[config.mk]
export PLATFORM = sky130hd
export DESIGN_NAME = writeback_unit
export DESIGN_NICKNAME = d
export VERILOG_FILES = /design/src/rtl/writeback_unit.sv
export SDC_FILE = /design/constraint.sdc
export NUM_CORES = 1
export LEC_CHECK = 0
export BUFFER_PORTS_ARGS = -buffer_cell sky130_fd_sc_hd__buf_4
export CORE_AREA = 3 3 112 114
export CTS_CLUSTER_DIAMETER = 150
export DETAILED_ROUTE_END_ITERATION = 12
export DIE_AREA = 0 0 115 117
export PLACE_DENSITY = 0.68
export RECOVER_POWER = 100
export SLEW_MARGIN = 30
export SYNTH_ARGS = -nofsm -noshare
export SYNTH_HDL_FRONTEND = slang
export SYNTH_SLANG_ARGS = --single-unit
export TNS_END_PERCENT = 50
[constraint.sdc]
create_clock -name clk -period 5 [get_ports clk]
set_input_delay 0.25 -clock clk [delete_from_list [all_inputs] [get_ports clk]]
set_output_delay 0.25 -clock clk [all_outputs]
set_load 0.01 [all_outputs]
[src/rtl/writeback_unit.sv]
// Writeback stage: a one-entry staging register that commits results into a small
// register file one edge after acceptance, with combinational bypass and a retire counter.
module writeback_unit #(
    parameter int DATA_W   = 16,
    parameter int NUM_REGS = 4,
    parameter int REG_AW   = 2,
    parameter int CNT_W    = 16
) (
    input  logic              clk,
    input  logic              rst,
    input  logic              halt_program,
    input  logic              in_valid,
    output logic              in_ready,
    input  logic [REG_AW-1:0] in_dest,
    input  logic              in_we,
    input  logic              in_sel,
    input  logic [DATA_W-1:0] alu_result,
    input  logic [DATA_W-1:0] data_out,
    input  logic [REG_AW-1:0] rd_addr_a,
    input  logic [REG_AW-1:0] rd_addr_b,
    output logic [DATA_W-1:0] rd_data_a,
    output logic [DATA_W-1:0] rd_data_b,
    output logic [DATA_W-1:0] AC,
    output logic              fwd_valid,
    output logic [REG_AW-1:0] fwd_dest,
    output logic [DATA_W-1:0] fwd_data,
    output logic [CNT_W-1:0]  retire_count
);

    logic              s_valid_q, s_valid_d;
    logic              s_we_q, s_we_d;
    logic [REG_AW-1:0] s_dest_q, s_dest_d;
    logic [DATA_W-1:0] s_data_q, s_data_d;
    logic [CNT_W-1:0]  cnt_q, cnt_d;
    logic [DATA_W-1:0] regs_q [NUM_REGS];
    logic              accept;
    logic              commit;

    assign in_ready = !halt_program;
    assign accept   = in_valid && in_ready;
    assign commit   = s_valid_q && !halt_program;

    // NOTE: every next-state signal gets its hold value first, so no path leaves it unassigned (no latch).
    always_comb begin
        s_valid_d = s_valid_q;
        s_we_d    = s_we_q;
        s_dest_d  = s_dest_q;
        s_data_d  = s_data_q;
        cnt_d     = cnt_q;
        if (!halt_program) begin
            s_valid_d = accept;
            if (accept) begin
                s_we_d   = in_we;
                s_dest_d = in_dest;
                s_data_d = in_sel ? data_out : alu_result;
            end
        end
        if (commit) begin
            cnt_d = cnt_q + CNT_W'(1);
        end
    end

    // NOTE: the register file is architectural state that must read 0 after reset, so it is reset too.
    always_ff @(posedge clk) begin
        if (rst) begin
            s_valid_q <= 1'b0;
            s_we_q    <= 1'b0;
            s_dest_q  <= '0;
            s_data_q  <= '0;
            cnt_q     <= '0;
            for (int i = 0; i < NUM_REGS; i++) begin
                regs_q[i] <= '0;
            end
        end else begin
            s_valid_q <= s_valid_d;
            s_we_q    <= s_we_d;
            s_dest_q  <= s_dest_d;
            s_data_q  <= s_data_d;
            cnt_q     <= cnt_d;
            // A destination with no matching entry simply writes nothing but still retires.
            if (commit && s_we_q) begin
                for (int i = 0; i < NUM_REGS; i++) begin
                    if (s_dest_q == REG_AW'(i)) begin
                        regs_q[i] <= s_data_q;
                    end
                end
            end
        end
    end

    assign fwd_valid    = s_valid_q && s_we_q;
    assign fwd_dest     = s_dest_q;
    assign fwd_data     = s_data_q;
    assign AC           = regs_q[0];
    assign retire_count = cnt_q;

    always_comb begin
        rd_data_a = '0;
        rd_data_b = '0;
        for (int i = 0; i < NUM_REGS; i++) begin
            if (rd_addr_a == REG_AW'(i)) rd_data_a = regs_q[i];
            if (rd_addr_b == REG_AW'(i)) rd_data_b = regs_q[i];
        end
        if (fwd_valid && s_dest_q == rd_addr_a) rd_data_a = s_data_q;
        if (fwd_valid && s_dest_q == rd_addr_b) rd_data_b = s_data_q;
    end

endmodule

-- Word level (Yosys, flattened, before mapping)
Memory sizes are Yosys's and may differ from the RTL's.
Index checks and enable logic that the tools add are counted.
- flip-flop bits (word level): 36
- latch bits: 0
- memory bits (writable): 64
- memory bits (read-only): 0
- memories: 1
- $add $sub $neg: 1
- multipliers: 0
- div/mod/pow operators: 0
- $lt $le $gt $ge: 0
- eq/ne operators: 11
- shift-type cells: 0
- muxes and demuxes: 33
- bitwise gates (word level): 5
- reductions and logical operators: 11
- memories (name ; depth ; width ; read ports ; clocked after memory_dff ; wr ports ; line ; source):
    regs_q ; 4 ; 16 ; 4 ; 0 ; 4 ; 35 ; logic [DATA_W-1:0] regs_q [NUM_REGS];
- operators by type and width (cell ; number):
    $mux 16 ; 15
    $mux 1 ; 18
    $add 16x1->16 const B ; 1
    $eq 2x2->1 const B ; 6
    $eq 2x1->1 const B ; 3
    $logic_and 1x1->1 ; 6
    $logic_not 2->1 ; 3
    $eq 2x2->1 ; 2
    $or 1x1->1 ; 4
    $reduce_and 2->1 ; 1
    $logic_not 1->1 ; 1
    $not 1->1 ; 1

-- Depth between registers and ports, before layout
Gate-level depths: netlist (run 1).
- depth after elaboration: 7
- mapped depth: 5
- gate-level depth less buffers: 5

-- Worst setup path after synthesis (run 1)
Ideal clock, no wire load.
- path kind: reg-to-reg
- from: reg s_valid_q
- to: mem regs_q[0][0], enable pin
- arrival: 1903 ps
- data required time: 4586 ps
- path slack: 2682 ps
- stages on the path, launching flop included: 3
- cell sequence: dfxtp_1 > nand3_2 > o31ai_1
- RTL lines (element ; line ; source):
    from (decl) ; 30 ; logic s_valid_q, s_valid_d;
    from (signal assigned) ; 75 ; s_valid_q <= s_valid_d;
    to (decl) ; 35 ;

-- Worst setup path in the final report (run 1)
- from: reg s_dest_q[1], in the netlist fwd_dest[1]
- to: out rd_data_b[10]
- cells in the longest elaborated chain, start to end: 3
- ends and longest elaborated chain (element ; line ; source):
    from (decl) ; 32 ; logic [REG_AW-1:0] s_dest_q, s_dest_d;
    from (signal assigned) ; 77 ; s_dest_q <= s_dest_d;
    $eq 2x2->1 ; 105 ; if (fwd_valid && s_dest_q == rd_addr_b) rd_data_b = s_data_q;
    $logic_and 1x1->1 ; 105 ;
    $mux 16 ; 105 ;
    to (decl) ; 22 ; output logic [DATA_W-1:0] rd_data_b,
No other way between the ends.

==> results of run 1 <==
-- placed cells by master (no fill, tap or decap), types with 2 or more instances in the layout --
master,n
sky130_fd_sc_hd__clkinv_4,2
sky130_fd_sc_hd__xnor2_1,7
sky130_fd_sc_hd__mux4_2,32
sky130_fd_sc_hd__nor3_1,7
sky130_fd_sc_hd__clkbuf_16,9
sky130_fd_sc_hd__nor4_1,4
sky130_fd_sc_hd__inv_6,2
sky130_fd_sc_hd__mux2i_1,20
sky130_fd_sc_hd__nand3b_1,2
sky130_fd_sc_hd__nand3_1,4
sky130_fd_sc_hd__dfxtp_1,36
sky130_fd_sc_hd__o21ai_0,6
sky130_fd_sc_hd__and2_1,14
sky130_fd_sc_hd__nand2b_1,2
sky130_fd_sc_hd__a21oi_1,5
sky130_fd_sc_hd__mux2_2,33
sky130_fd_sc_hd__and2_0,50
sky130_fd_sc_hd__buf_4,46
sky130_fd_sc_hd__xor2_1,6
sky130_fd_sc_hd__clkbuf_1,84
sky130_fd_sc_hd__inv_1,5
sky130_fd_sc_hd__edfxtp_1,64
sky130_fd_sc_hd__nor2b_1,4
sky130_fd_sc_hd__nand4_1,4
sky130_fd_sc_hd__nor2_1,33
sky130_fd_sc_hd__nand2_1,7
sky130_fd_sc_hd__or3_1,4
sky130_fd_sc_hd__a211oi_1,16
-- stage by stage --
stage	hold slack (ps)	power (mW)	worst slack (ps)	cell area, µm²
2_1_floorplan	394.7	1.078	2682	5209
3_3_place_gp	481.7	1.193	2602	6275
3_5_place_dp	495.9	1.201	2539	6327
4_1_cts	147.0	1.910	2170	6634
5_1_grt	170.2	1.936	1316	6193
6_report	152.1	1.869	1569	6193
-- critical path: cells and delay by family, from the launching register on --
family	cells	cell delay [ps]
buf+inv	2	810
simple gates	1	940
mux	1	410
flops	1	550
xor+xnor	1	120
-- routing by layer --
layer / GRT usage / vias up
li1: - / 1719
met1: 0.2774 / 1808
met2: 0.3360 / 128
met3: 0.03907 / 17
met4: 0.05399 / 0
met5: 0 / -
-- worst max-delay path by stage --
stage                 from       endpoint  slack (ps)  depth (start not counted)
2_1_floorplan    s_valid_q   regs_q[0][0]        2680                          2
6_report       fwd_dest[1]  rd_data_b[10]        1570                          5
3_5_place_dp   fwd_dest[1]   rd_data_b[1]        2540                          4
5_1_grt          s_valid_q  regs_q[3][13]        1320                          2
4_1_cts        fwd_dest[1]   rd_data_b[1]        2170                          4
3_3_place_gp   fwd_dest[1]   rd_data_b[1]        2600                          4
-- report_power, final --
group	switching [mW]	internal [mW]	leakage (nW)	total [mW]
clock	0.326	0.397	0.152	0.722
sequential	0.0318	0.905	0.956	0.937
combinational	0.108	0.103	1.11	0.210
total	0.465	1.40	2.22	1.87
-- kinds of logic (layout without fill, tap and decap cells) --
family / Yosys count / count (layout) / share of synthesized area
adders and majority gates: 1 / 1 / 0.002402
muxes: 86 / 86 / 0.2503
and+or+nand+nor: 138 / 138 / 0.1545
AOI/OAI and AO/OA: 29 / 29 / 0.03675
DFF: 100 / 100 / 0.5073
buffers and inverters: 32 / 151 / 0.02690
xor gates and xnor gates: 13 / 13 / 0.02186
-- sequential cells by signal (all words and copies together), names as in the netlist --
signal,cells
regs_q,64
fwd_data,16
retire_count,16
fwd_dest,2
s_valid_q,1
s_we_q,1
-- area by class of cell --
type / instances / area share
timing repair buffer: 130 / 0.1067
clock buffer: 9 / 0.03636
clock inverter: 7 / 0.01313
tap: 143 / 0.02889
inverter: 5 / 0.003030
multi-input combinational: 267 / 0.3853
sequential: 100 / 0.4267
==> impl.org, run 1 <==
** Critical path
- Class of the most critical setup path :: reg -> out
- For this design, the slowest cell found on the critical path is sky130_fd_sc_hd__nor3_1.
- Slowest Stage Delay on Critical Path :: 940 ps
- Worst path required time :: 4750 ps
- Walking the worst path, the cells encountered are xor2_1 > nor3_1 > clkbuf_1 > mux2_2 > buf_4.
- STA classifies the critical path endpoint as a primary output.
- Maximum net fanout on the critical path :: 11
- The endpoint identified for the worst register-to-register timing path is regs_q[3][13].
- The worst register-to-register path begins at s_valid_q.
- STA puts the critical path data arrival time at 3180 ps.
- Length in cells of the worst reg-to-reg path :: 2
- Startpoint types :: flop
- Worst reg2reg setup slack :: 1660 ps

** Run status
- The final reports fail on capacitance limit, slew limit.
- The run finished, with violations left.

** STA
- Worst clock skew :: 10.40 ps
- In the finished design, the share of the clock period the worst path needs comes to 0.6861.
- Max_slew headroom :: -0.9456
- Number of slew-limit violations in the final report :: 148
- The number of hold violations in the final report was 0.
- For the pin with the worst max-slew slack, the measured transition is 2888 ps.
- Setup repair after global routing left no endpoint under its margin.
- In the final timing run, aggregate negative setup slack is 0 ps.
- Derived from the worst setup path, the maximum achievable clock frequency is 291.5 MHz.
- Clock period minus final worst setup slack :: 3431 ps
- Final setup viols :: 0

** Detailed routing
- Post-route DRC violation count :: 0
- After detailed routing, the number of vias per cell comes to 5.555.
- Top layer used by detailed routing :: met4
- Detailed-route via count :: 3672
- The routed design uses 6634 µm of met2 wire.
- After the first detailed-routing iteration, the DRC count stood at 183.
- M1 WL :: 5927 µm
- Number of optimization iterations in the first detailed-route pass :: 4
- Detailed routing placed a total of 695 µm of wire on met3.
- In this run the remaining antenna-violating nets after routing total 0.
- In the final routed layout, each cell accounts on average for 20.33 µm.
- The routed design has 13440 µm of wire.

** Global routing
- The number of antenna violations at the first check in global routing came to 0.
- Total routing usage reported by global routing :: 0.2032
- The via count of the first global-routing pass is 3790.
- The first global-routing pass estimated 20680 µm of wire.
- For this run the aggregate overflow at the end of global routing stands at 0.
- Entering global routing, the biggest net connects 44 pins.

** Clock network
- Hold repair after CTS inserted 0 buffers.
- The tree built by TritonCTS fans out to 100 sinks.
- Clock latency on the worst-skew pair, taken at its later pin, is 340 ps.
- In this run the clock root is driven by a sky130_fd_sc_hd__clkbuf_16.
- Post_cts resized :: 0
- Clock-pin slew on the worst setup and hold paths :: 70 ps
- Post-CTS setup-driven buffer insertion count :: 0
- TritonCTS built the clock tree.
- Buffer levels on the longest clock path :: 2
- The H-tree generated during clock tree synthesis spans 3 levels.
- TritonCTS created 9 clock buffers.

** Floorplan
- The die covers 13460 µm².
- The floorplan step defined a core boundary enclosing 11520 µm².
- DIE WIDTH :: 115 µm
- Num ports :: 128
- Number of core rows :: 39
- Die height :: 117 µm
- The initial utilization of the core area, before any placement, comes to 0.4523.

** Synthesis
- Post-Syn Instances :: 399
- Commonest cells post-synth :: 64 x sky130_fd_sc_hd__and2_1, 64 x sky130_fd_sc_hd__edfxtp_1, 36 x sky130_fd_sc_hd__dfxtp_1
- Post-synthesis cell area :: 5209 µm²
- Average instance area after synthesis :: 13.05 µm²
- Primary flip-flop cell chosen by synthesis mapping :: sky130_fd_sc_hd__edfxtp_1
- By area the synthesized netlist is led by sky130_fd_sc_hd__edfxtp_1 37%, sky130_fd_sc_hd__dfxtp_1 14%, sky130_fd_sc_hd__mux4_2 14%.
- Net count after synthesis :: 444
- In this run, synthesis produced a sequential element count of 100.
- The largest total area in the synthesized netlist belongs to sky130_fd_sc_hd__edfxtp_1.
- The share of synthesized area in the top cell type comes to 0.3690.
- Synthesis instantiated 37 different standard cells from the library.
- For this run, the number of Yosys warnings is 0.
- The share of the Yosys chip area taken by registers is 0.5073.
- Number of flops mapped to enable cells by yosys :: 64
- Async set or reset register ratio after synthesis :: 0

** Power and ir drop
- Worst vdd rail ir drop :: 0.0001691 V
- For this design the static power due to leakage is 2.219 nW.
- Power per Cell Area :: 301.8 nW/µm²

** Worst hold path
- Instance count along the most critical hold path :: 3
- The min-delay analysis places its worst path in the category in -> reg.
- The startpoint identified for the worst hold timing path is in_dest[0].
- Hold endpoint :: fwd_dest[0]

** Layout
- Final core utilization :: 0.5378
- 0 antenna diodes ended up in the layout.
- Of the cells placed in the final design, the portion with a size suffix greater than 1 is 0.2490.
- After the last flow step, the layout net total stands at 558.
- Count of non-filler cells in the finished layout :: 661
- The multi-input combinational cells in the finished layout cover a total of 2386 µm².
- Area growth from synthesis to layout :: 18.90%
- Counting the fill cells in the layout gives 1036.
- The sequential cells in the finished layout cover a total of 2643 µm².

** Placed design
- Cell count after placement :: 644
- Final Wtd Congestion :: 0.7722
- HPWL after detailed placement :: 8964 µm
- Input and output buffers added on the ports amount to 127.

** Run
- Number of violations of the max-capacitance limit :: 8
No activity file was read; power rests on OpenSTA's default activity.
==> inputs of run 2 (changes only) <==
==> constraint.sdc (replaced) <==
create_clock -name clk -period 3.2 [get_ports clk]
set_input_delay 0.16 -clock clk [delete_from_list [all_inputs] [get_ports clk]]
set_output_delay 0.16 -clock clk [all_outputs]
set_load 0.01 [all_outputs]
==> run 2 against run 1 <==
Effect of this change: the run still ends with capacitance limit, slew limit left; combinational power up 58%; sequential share of layout area down 0.42 points; sequential cell count unchanged; register-to-register slack worse by 1200 ps; clock skew down 3.9 ps; largest power group unchanged; count of clock-buffer cells in the layout up 4.
==> impl.org, run 2 (synthesized netlist as in run 1, its figures left out) <==
** Global routing
- The pin count of the biggest net entering global routing was 44 (unchanged).
- The wire length of the first global-routing pass came to 20400 µm (was 20680 µm).
- The fraction of met3 tracks used by global routing was 0.03805 (was 0.03907).
- Grt peak-use layer :: met2 (unchanged)
- Number of global-route vias before repair :: 3794 (was 3790)
- The overall track demand over capacity in global routing came to 0.2005 (was 0.2032).
- The met1 capacity usage during global routing came to 0.2615 (was 0.2774).
- The aggregate global routing overflow was 0 (unchanged).
- The number of antenna violations at the first check in global routing came to 0 (unchanged).
- Met2 Usage GRT :: 0.3337 (was 0.3360)

** Layout
- The fraction of final layout cells sized beyond drive strength 1 came to 0.2572 (was 0.2490).
- Net total in the final layout :: 561 (was 558)
- The register with the most flip-flops was regs_q (unchanged).
- The fill cell instance count of the final layout was 1045 (was 1036).
- The number of flip-flops in the largest register is 64 (unchanged).
- Most common cell after layout, fill and taps aside :: sky130_fd_sc_hd__clkbuf_1 (unchanged)
- The final antenna diode count came to 0 (unchanged).
- Commonest non-fill, non-tap cells in the layout: 85 x sky130_fd_sc_hd__clkbuf_1, 64 x sky130_fd_sc_hd__edfxtp_1, 47 x sky130_fd_sc_hd__buf_4, 36 x sky130_fd_sc_hd__dfxtp_1, 34 x sky130_fd_sc_hd__mux2_2 (was 84 x sky130_fd_sc_hd__clkbuf_1, 64 x sky130_fd_sc_hd__edfxtp_1, 50 x sky130_fd_sc_hd__and2_0, 46 x sky130_fd_sc_hd__buf_4, 36 x sky130_fd_sc_hd__dfxtp_1).
- Area growth from synthesis to layout :: 20.08% (was 18.90%)

** STA
- The final hold slack is 71.34 ps (was 152.1 ps).
- The transition time at the pin with the least slew margin came to 2523 ps (was 2888 ps).
- The max-slew violation total from the final report is 88 (was 148).
- The number of hold violations in the final report came to 0 (unchanged).
- The max-slew headroom at the worst pin was -0.6852 (was -0.9456).
- The number of failing setup endpoints in the final timing report is 0 (unchanged).
- In the finished design, the share of the clock period the worst path needs comes to 0.8478.
- The final clock skew is 6.498 ps (was 10.40 ps).
- Clock period minus final worst setup slack :: 2713 ps
- Maximum clock rate :: 368.6 MHz
- The final-layout setup total negative slack was 0 ps (unchanged).
- RSZ-0062 raised after global routing: no (unchanged).

** Clock network
- Clock-pin slew on the worst setup and hold paths :: 70 ps (about the same)
- The number of clock sinks was 100 (unchanged).
- The clock latency reported for the late side of the worst-skew pair came to 340 ps (about the same).
- TritonCTS clock tree :: done (unchanged)
- Post-CTS setup-driven buffer insertion count :: 0 (unchanged)
- Number of buffers inserted during clock tree synthesis :: 9 (unchanged)
- Buffer levels on the longest clock path :: 2 (unchanged)
- The H-tree depth reported by CTS came to 3 (unchanged).
- The number of gates given a new drive strength after cts came to 0 (unchanged).
- Post-cts hold buffer count :: 0 (unchanged)
- CTS Root Buffer Type :: sky130_fd_sc_hd__clkbuf_16 (unchanged)

** Placed design
- HPWL after detailed placement :: 9129 µm (was 8964 µm)
- Number of buffers added on ports :: 127 (unchanged)
- The final weighted congestion of routability-driven global placement is 0.7818 (was 0.7722).

** Floorplan
- Placeable core area :: 11520 µm² (unchanged)
- The initial standard-cell utilization of the core came to 0.4523 (unchanged).
- The die width came to 115 µm (unchanged).
- The vertical die dimension came to 117 µm (unchanged).
- Die outline area :: 13460 µm² (unchanged)
- The I/O pin count came to 128 (unchanged).
- Number of core rows :: 39 (unchanged)

** Detailed routing
- The vias after detailed routing is 3639 (was 3672).
- The final routed wirelength across all metal layers was 13080 µm (was 13440 µm).
- Number of optimization iterations in the first detailed-route pass :: 4 (unchanged)
- The residual antenna-violating net count after detailed routing came to 0 (unchanged).
- Initial drt markers :: 163 (was 183)
- Mean routed wirelength per cell :: 19.70 µm (was 20.33 µm)
- Post-route DRC violation count :: 0 (unchanged)
- Vias per std cell :: 5.480 (was 5.555)

** Critical path
- Combined buffer and inverter count along the critical path :: 0 (was 2)
- The highest fanout seen on the critical path came to 16 (was 11).
- Crit path arrival time :: 2910 ps (was 3180 ps)
- The kind of start point of the critical path was a flop (unchanged).
- Ordered list of cells on the worst path: nand3_1 > nor3_1 > and2_0 (was xor2_1 > nor3_1 > clkbuf_1 > mux2_2 > buf_4).
- The required time reported for the critical path endpoint is 3400 ps (was 4750 ps).
- Slowest library cell on the worst path :: sky130_fd_sc_hd__nor3_1 (unchanged)
- The maximum single-stage delay on the critical path was 1580 ps (was 940 ps).
- Category of cells accounting for the largest share of critical-path delay :: simple AND/OR/NAND/NOR gates (unchanged)
- Class of the most critical setup path :: reg -> reg (was reg -> out)
- The register-to-register path setup slack came to 490 ps (was 1660 ps).
- Critical Path End Type :: flop (was primary output)

** Worst hold path
- The worst hold path class was in -> reg (unchanged).

** Power and ir drop
- The power per cell area was 467.4 nW/µm² (was 301.8 nW/µm²).
- The static leakage was 2.270 nW (was 2.219 nW).
- The worst ir drop on vdd is 0.0002318 V (was 0.0001691 V).
- Pwr Total :: 2.923 mW (was 1.869 mW)

** Run status
- Status :: finished, violations left (unchanged)
- Failing checks: capacitance limit, slew limit (unchanged).

** Run
- Number of violations of the max-capacitance limit :: 4 (was 8)
## run 2: where the power goes
part	internal [mW]	switching (mW)
Combinational	0.163	0.168
Clock	0.668	0.461
Sequential	1.41	0.0506
## run 2: stage by stage
step	instance area, µm²	util	std cells	setup slack (ps)
after floorplan	5209	-	399	882.3
after global placement	6305	0.5475	647	1140
after detailed placement	6340	0.5505	648	1078
after CTS	6659	0.5782	664	699.8
after global routing	6255	0.5431	664	302.4
final	6255	0.5431	664	487.0
## run 2: tightest hold or removal path, stage by stage
cell,delay [ps]
sky130_fd_sc_hd__buf_4,80
sky130_fd_sc_hd__mux2i_1,60
sky130_fd_sc_hd__nor2_1,80
## run 2: final cells by class
cell class / count / area, µm² / share of cell area
inverter: 5 / 18.77 / 0.003001
clock buffer: 13 / 305.3 / 0.04881
clock inverter: 3 / 13.76 / 0.002200
tap: 143 / 178.9 / 0.02861
timing repair buffer: 133 / 686.9 / 0.1098
multi-input combinational: 267 / 2409 / 0.3851
sequential: 100 / 2643 / 0.4225
## run 2: final timing paths
path	start	end	cells past startpoint
worst max-delay path	s_valid_q	regs_q[1][3]	3
worst min-delay path	in_we	s_we_q	3
worst max register to register	s_valid_q	regs_q[1][3]	3
worst min register to register	retire_count[14]	retire_count[14]	2
## run 2: routing by layer
| metal | up-vias | part of all wire |
|---|---|---|
| met5 | - | 0 |
| met4 | 0 | 0.015 |
| met3 | 13 | 0.067 |
| met2 | 129 | 0.50 |
| met1 | 1773 | 0.42 |
| li1 | 1724 | - |
==> inputs of run 3 (changes only) <==
==> constraint.sdc (replaced) <==
create_clock -name clk -period 2.78 [get_ports clk]
set_input_delay 0.139 -clock clk [delete_from_list [all_inputs] [get_ports clk]]
set_output_delay 0.139 -clock clk [all_outputs]
set_load 0.01 [all_outputs]
==> run 3 against run 2 <==
Effect of this change: the run still ends with capacitance limit, slew limit left; routed wire length rose by 2.6%; critical endpoint is now rd_data_a[7]; worst setup slack got worse by 200 ps; register-to-register slack got worse by 190 ps; non-clock buffer count is 5 higher; via count grew 2.4%; first-iteration DRC count is 19% higher; worst hold slack got worse by 33 ps; cell count rose by 0.75%.
==> impl.org, run 3 (synthesized netlist as in run 1, its figures left out) <==
** Layout
- Commonest non-fill, non-tap cells in the layout :: 86 x sky130_fd_sc_hd__clkbuf_1, 64 x sky130_fd_sc_hd__edfxtp_1, 49 x sky130_fd_sc_hd__buf_4, 41 x sky130_fd_sc_hd__and2_0, 36 x sky130_fd_sc_hd__dfxtp_1 (was 85 x sky130_fd_sc_hd__clkbuf_1, 64 x sky130_fd_sc_hd__edfxtp_1, 47 x sky130_fd_sc_hd__buf_4, 36 x sky130_fd_sc_hd__dfxtp_1, 34 x sky130_fd_sc_hd__mux2_2)
- Most flop-heavy register :: regs_q (unchanged)
- Fillers :: 1044 (was 1045)
- Fraction of final layout cells with drive strength greater than 1 :: 0.2586 (was 0.2572)
- The number of nets in the layout is 566 (was 561).
- The number of flip-flops in the largest register is 64 (unchanged).
- Sequential cell area :: 2643 µm² (unchanged)
- Most common cell after layout, fill and taps aside :: sky130_fd_sc_hd__clkbuf_1 (unchanged)
- The signed area change from the synthesized netlist to the final layout came to 19.99% (was 20.08%).
- Count of non-filler cells in the finished layout :: 669 (was 664)
- The final antenna diode count is 0 (unchanged).
- Multi-input gate area in the final layout :: 2416 µm² (was 2409 µm²)

** Global routing
- The overall track demand over capacity in global routing is 0.2001 (was 0.2005).
- The pin count of the biggest net entering global routing came to 44 (unchanged).
- The via count of the first global-routing pass was 3844 (was 3794).
- Initial antenna violation count :: 0 (unchanged)
- The wire length of the first global-routing pass came to 20510 µm (was 20400 µm).
- Total overflow reported by the global router :: 0 (unchanged)

** Detailed routing
- M1 WL :: 5776 µm (was 5450 µm)
- The routed wire length on met2 is 6697 µm (was 6551 µm).
- Number of optimization iterations in the first detailed-route pass :: 4 (unchanged)
- Detailed-route via count :: 3728 (was 3639)
- Initial drt markers :: 194 (was 163)
- The via density per instance is 5.572 (was 5.480).
- The detailed-route DRC error count was 0 (unchanged).
- Mean routed wirelength per cell :: 20.06 µm (was 19.70 µm)
- The final routed wirelength across all metal layers is 13420 µm (was 13080 µm).
- Met3 Wirelength :: 757 µm (was 878 µm)
- The highest routing layer actually used is met4 (unchanged).
- The residual antenna-violating net count after detailed routing came to 0 (unchanged).

** STA
- The number of hold violations in the final report came to 0 (unchanged).
- Max_slew headroom :: -0.6553 (was -0.6852)
- The final-layout setup total negative slack is 0 ps (unchanged).
- RSZ-0062 raised after global routing: no (unchanged).
- Worst clock skew :: 5.410 ps (was 6.498 ps)
- Maximum clock rate :: 400.8 MHz
- The transition time at the pin with the least slew margin came to 2478 ps (was 2523 ps).
- The routed design could run at a clock period as short as 2495 ps.
- Period Utilization, post-route :: 0.8976
- Number of slew-limit violations in the final report :: 37 (was 88)
- The number of failing setup endpoints in the final timing report was 0 (unchanged).

** Critical path
- Critical Path End Type :: primary output (was flop)
- The endpoint arrival time on the critical path came to 2360 ps (was 2910 ps).
- Startpoint types :: flop (unchanged)
- Maximum net fanout on the critical path :: 11 (was 16)
- Worst path required time :: 2640 ps (was 3400 ps)
- Class of the most critical setup path :: reg -> out (was reg -> reg)

** Clock network
- The hold buffer count at CTS is 0 (unchanged).
- H-tree level count :: 3 (unchanged)
- The CTS tree is done (unchanged).
- Number of buffers inserted during clock tree synthesis :: 9 (unchanged)
- The number of clock sinks is 100 (unchanged).
- The clock latency reported for the late side of the worst-skew pair came to 340 ps (about the same).
- Post-CTS setup-driven buffer insertion count :: 0 (unchanged)
- Post_cts resized :: 0 (unchanged)
- CTS Root Buffer Type :: sky130_fd_sc_hd__clkbuf_16 (unchanged)
- Buffer levels on the longest clock path :: 2 (unchanged)
- Clock-pin slew on the worst setup and hold paths :: 60 ps (was 70 ps)

** Floorplan
- The count of standard-cell rows is 39 (unchanged).
- The vertical die dimension was 117 µm (unchanged).
- Die outline area :: 13460 µm² (unchanged)
- The core region area is 11520 µm² (unchanged).
- The die width came to 115 µm (unchanged).
- The I/O pin count is 128 (unchanged).
- The initial standard-cell utilization of the core is 0.4523 (unchanged).

** Run status
- Failing checks :: capacitance limit, slew limit (unchanged)
- Status :: finished, violations left (unchanged)

** Placed design
- The placed cell count was 653 (was 648).
- Final Wtd Congestion :: 0.8143 (was 0.7818)
- HPWL after detailed placement :: 9453 µm (was 9129 µm)
- The number of buffer cells added on primary ports came to 127 (unchanged).

** Power and ir drop
- Power per Cell Area :: 525.1 nW/µm² (was 467.4 nW/µm²)
- Static leakage :: 2.252 nW (was 2.270 nW)
- The worst ir drop on vdd is 0.0002885 V (was 0.0002318 V).

** Run
- Number of violations of the max-capacitance limit :: 1 (was 4)

** Worst hold path
- Type of the most critical hold path :: in -> reg (unchanged)
run 3: cell types whose count changed in the layout (fill, tap and decap cells not counted), moves of 2 or more:
cell                         delta
sky130_fd_sc_hd__and2_0         +9
sky130_fd_sc_hd__and2_1         -9
sky130_fd_sc_hd__clkbuf_2       +4
sky130_fd_sc_hd__clkbuf_16      -3
sky130_fd_sc_hd__buf_4          +2
sky130_fd_sc_hd__clkinv_1       +2
sky130_fd_sc_hd__clkinv_2       -2
sky130_fd_sc_hd__clkinvlp_4     +2
run 3: report_power, final:
part	switching, mW	internal [mW]
logic	0.197	0.190
clock network	0.514	0.692
registers	0.0607	1.63
total	0.772	2.51
run 3: through the flow:
| step | worst slack (ps) | instance area [µm²] | util | hold slack [ps] | power (mW) |
|---|---|---|---|---|---|
| 6_report | 284.8 | 6250 | 0.5427 | 38.29 | 3.281 |
| 5_1_grt | 151.5 | 6250 | 0.5427 | 40.31 | 3.397 |
| 3_5_place_dp | 713.3 | 6350 | 0.5514 | 383.1 | 2.163 |
| 2_1_floorplan | 462.3 | 5209 | - | 283.7 | 1.939 |
| 3_3_place_gp | 802.2 | 6350 | 0.5514 | 371.7 | 2.153 |
| 4_1_cts | 331.3 | 6635 | 0.5762 | 36.42 | 3.357 |
run 3: cell type report:
| type | count | share of cell area |
|---|---|---|
| Timing Repair Buffer | 138 | 0.1133 |
| Clock inverter | 5 | 0.008408 |
| Clock buffer | 11 | 0.03724 |
| Sequential cell | 100 | 0.4228 |
| Tap cell | 143 | 0.02863 |
| Multi-Input combinational cell | 267 | 0.3866 |
| Inverter | 5 | 0.003003 |
run 3: critical path: stages (launching register included):
cell and delay, ps:
sky130_fd_sc_hd__dfxtp_1 570, sky130_fd_sc_hd__xor2_1 180, sky130_fd_sc_hd__nor3_4 340, sky130_fd_sc_hd__clkbuf_2 390
sky130_fd_sc_hd__mux2_2 390, sky130_fd_sc_hd__clkbuf_1 140
run 3: layer usage:
| metal | track usage | vias to the layer above |
|---|---|---|
| li1 | - | 1729 |
| met1 | 0.2601 | 1859 |
| met2 | 0.3430 | 123 |
| met3 | 0.03239 | 17 |
| met4 | 0.06808 | 0 |
| met5 | 0 | - |
run 3: worst paths after layout:
kind | from | endpoint | slack, ps | cells after the start
min reg2reg | retire_count[14] | retire_count[14] | 510 | 2
max reg2reg | s_valid_q | regs_q[2][12] | 300 | 3
min | in_dest[1] | fwd_dest[1] | 40 | 3
max | fwd_dest[0] | rd_data_a[7] | 280 | 5
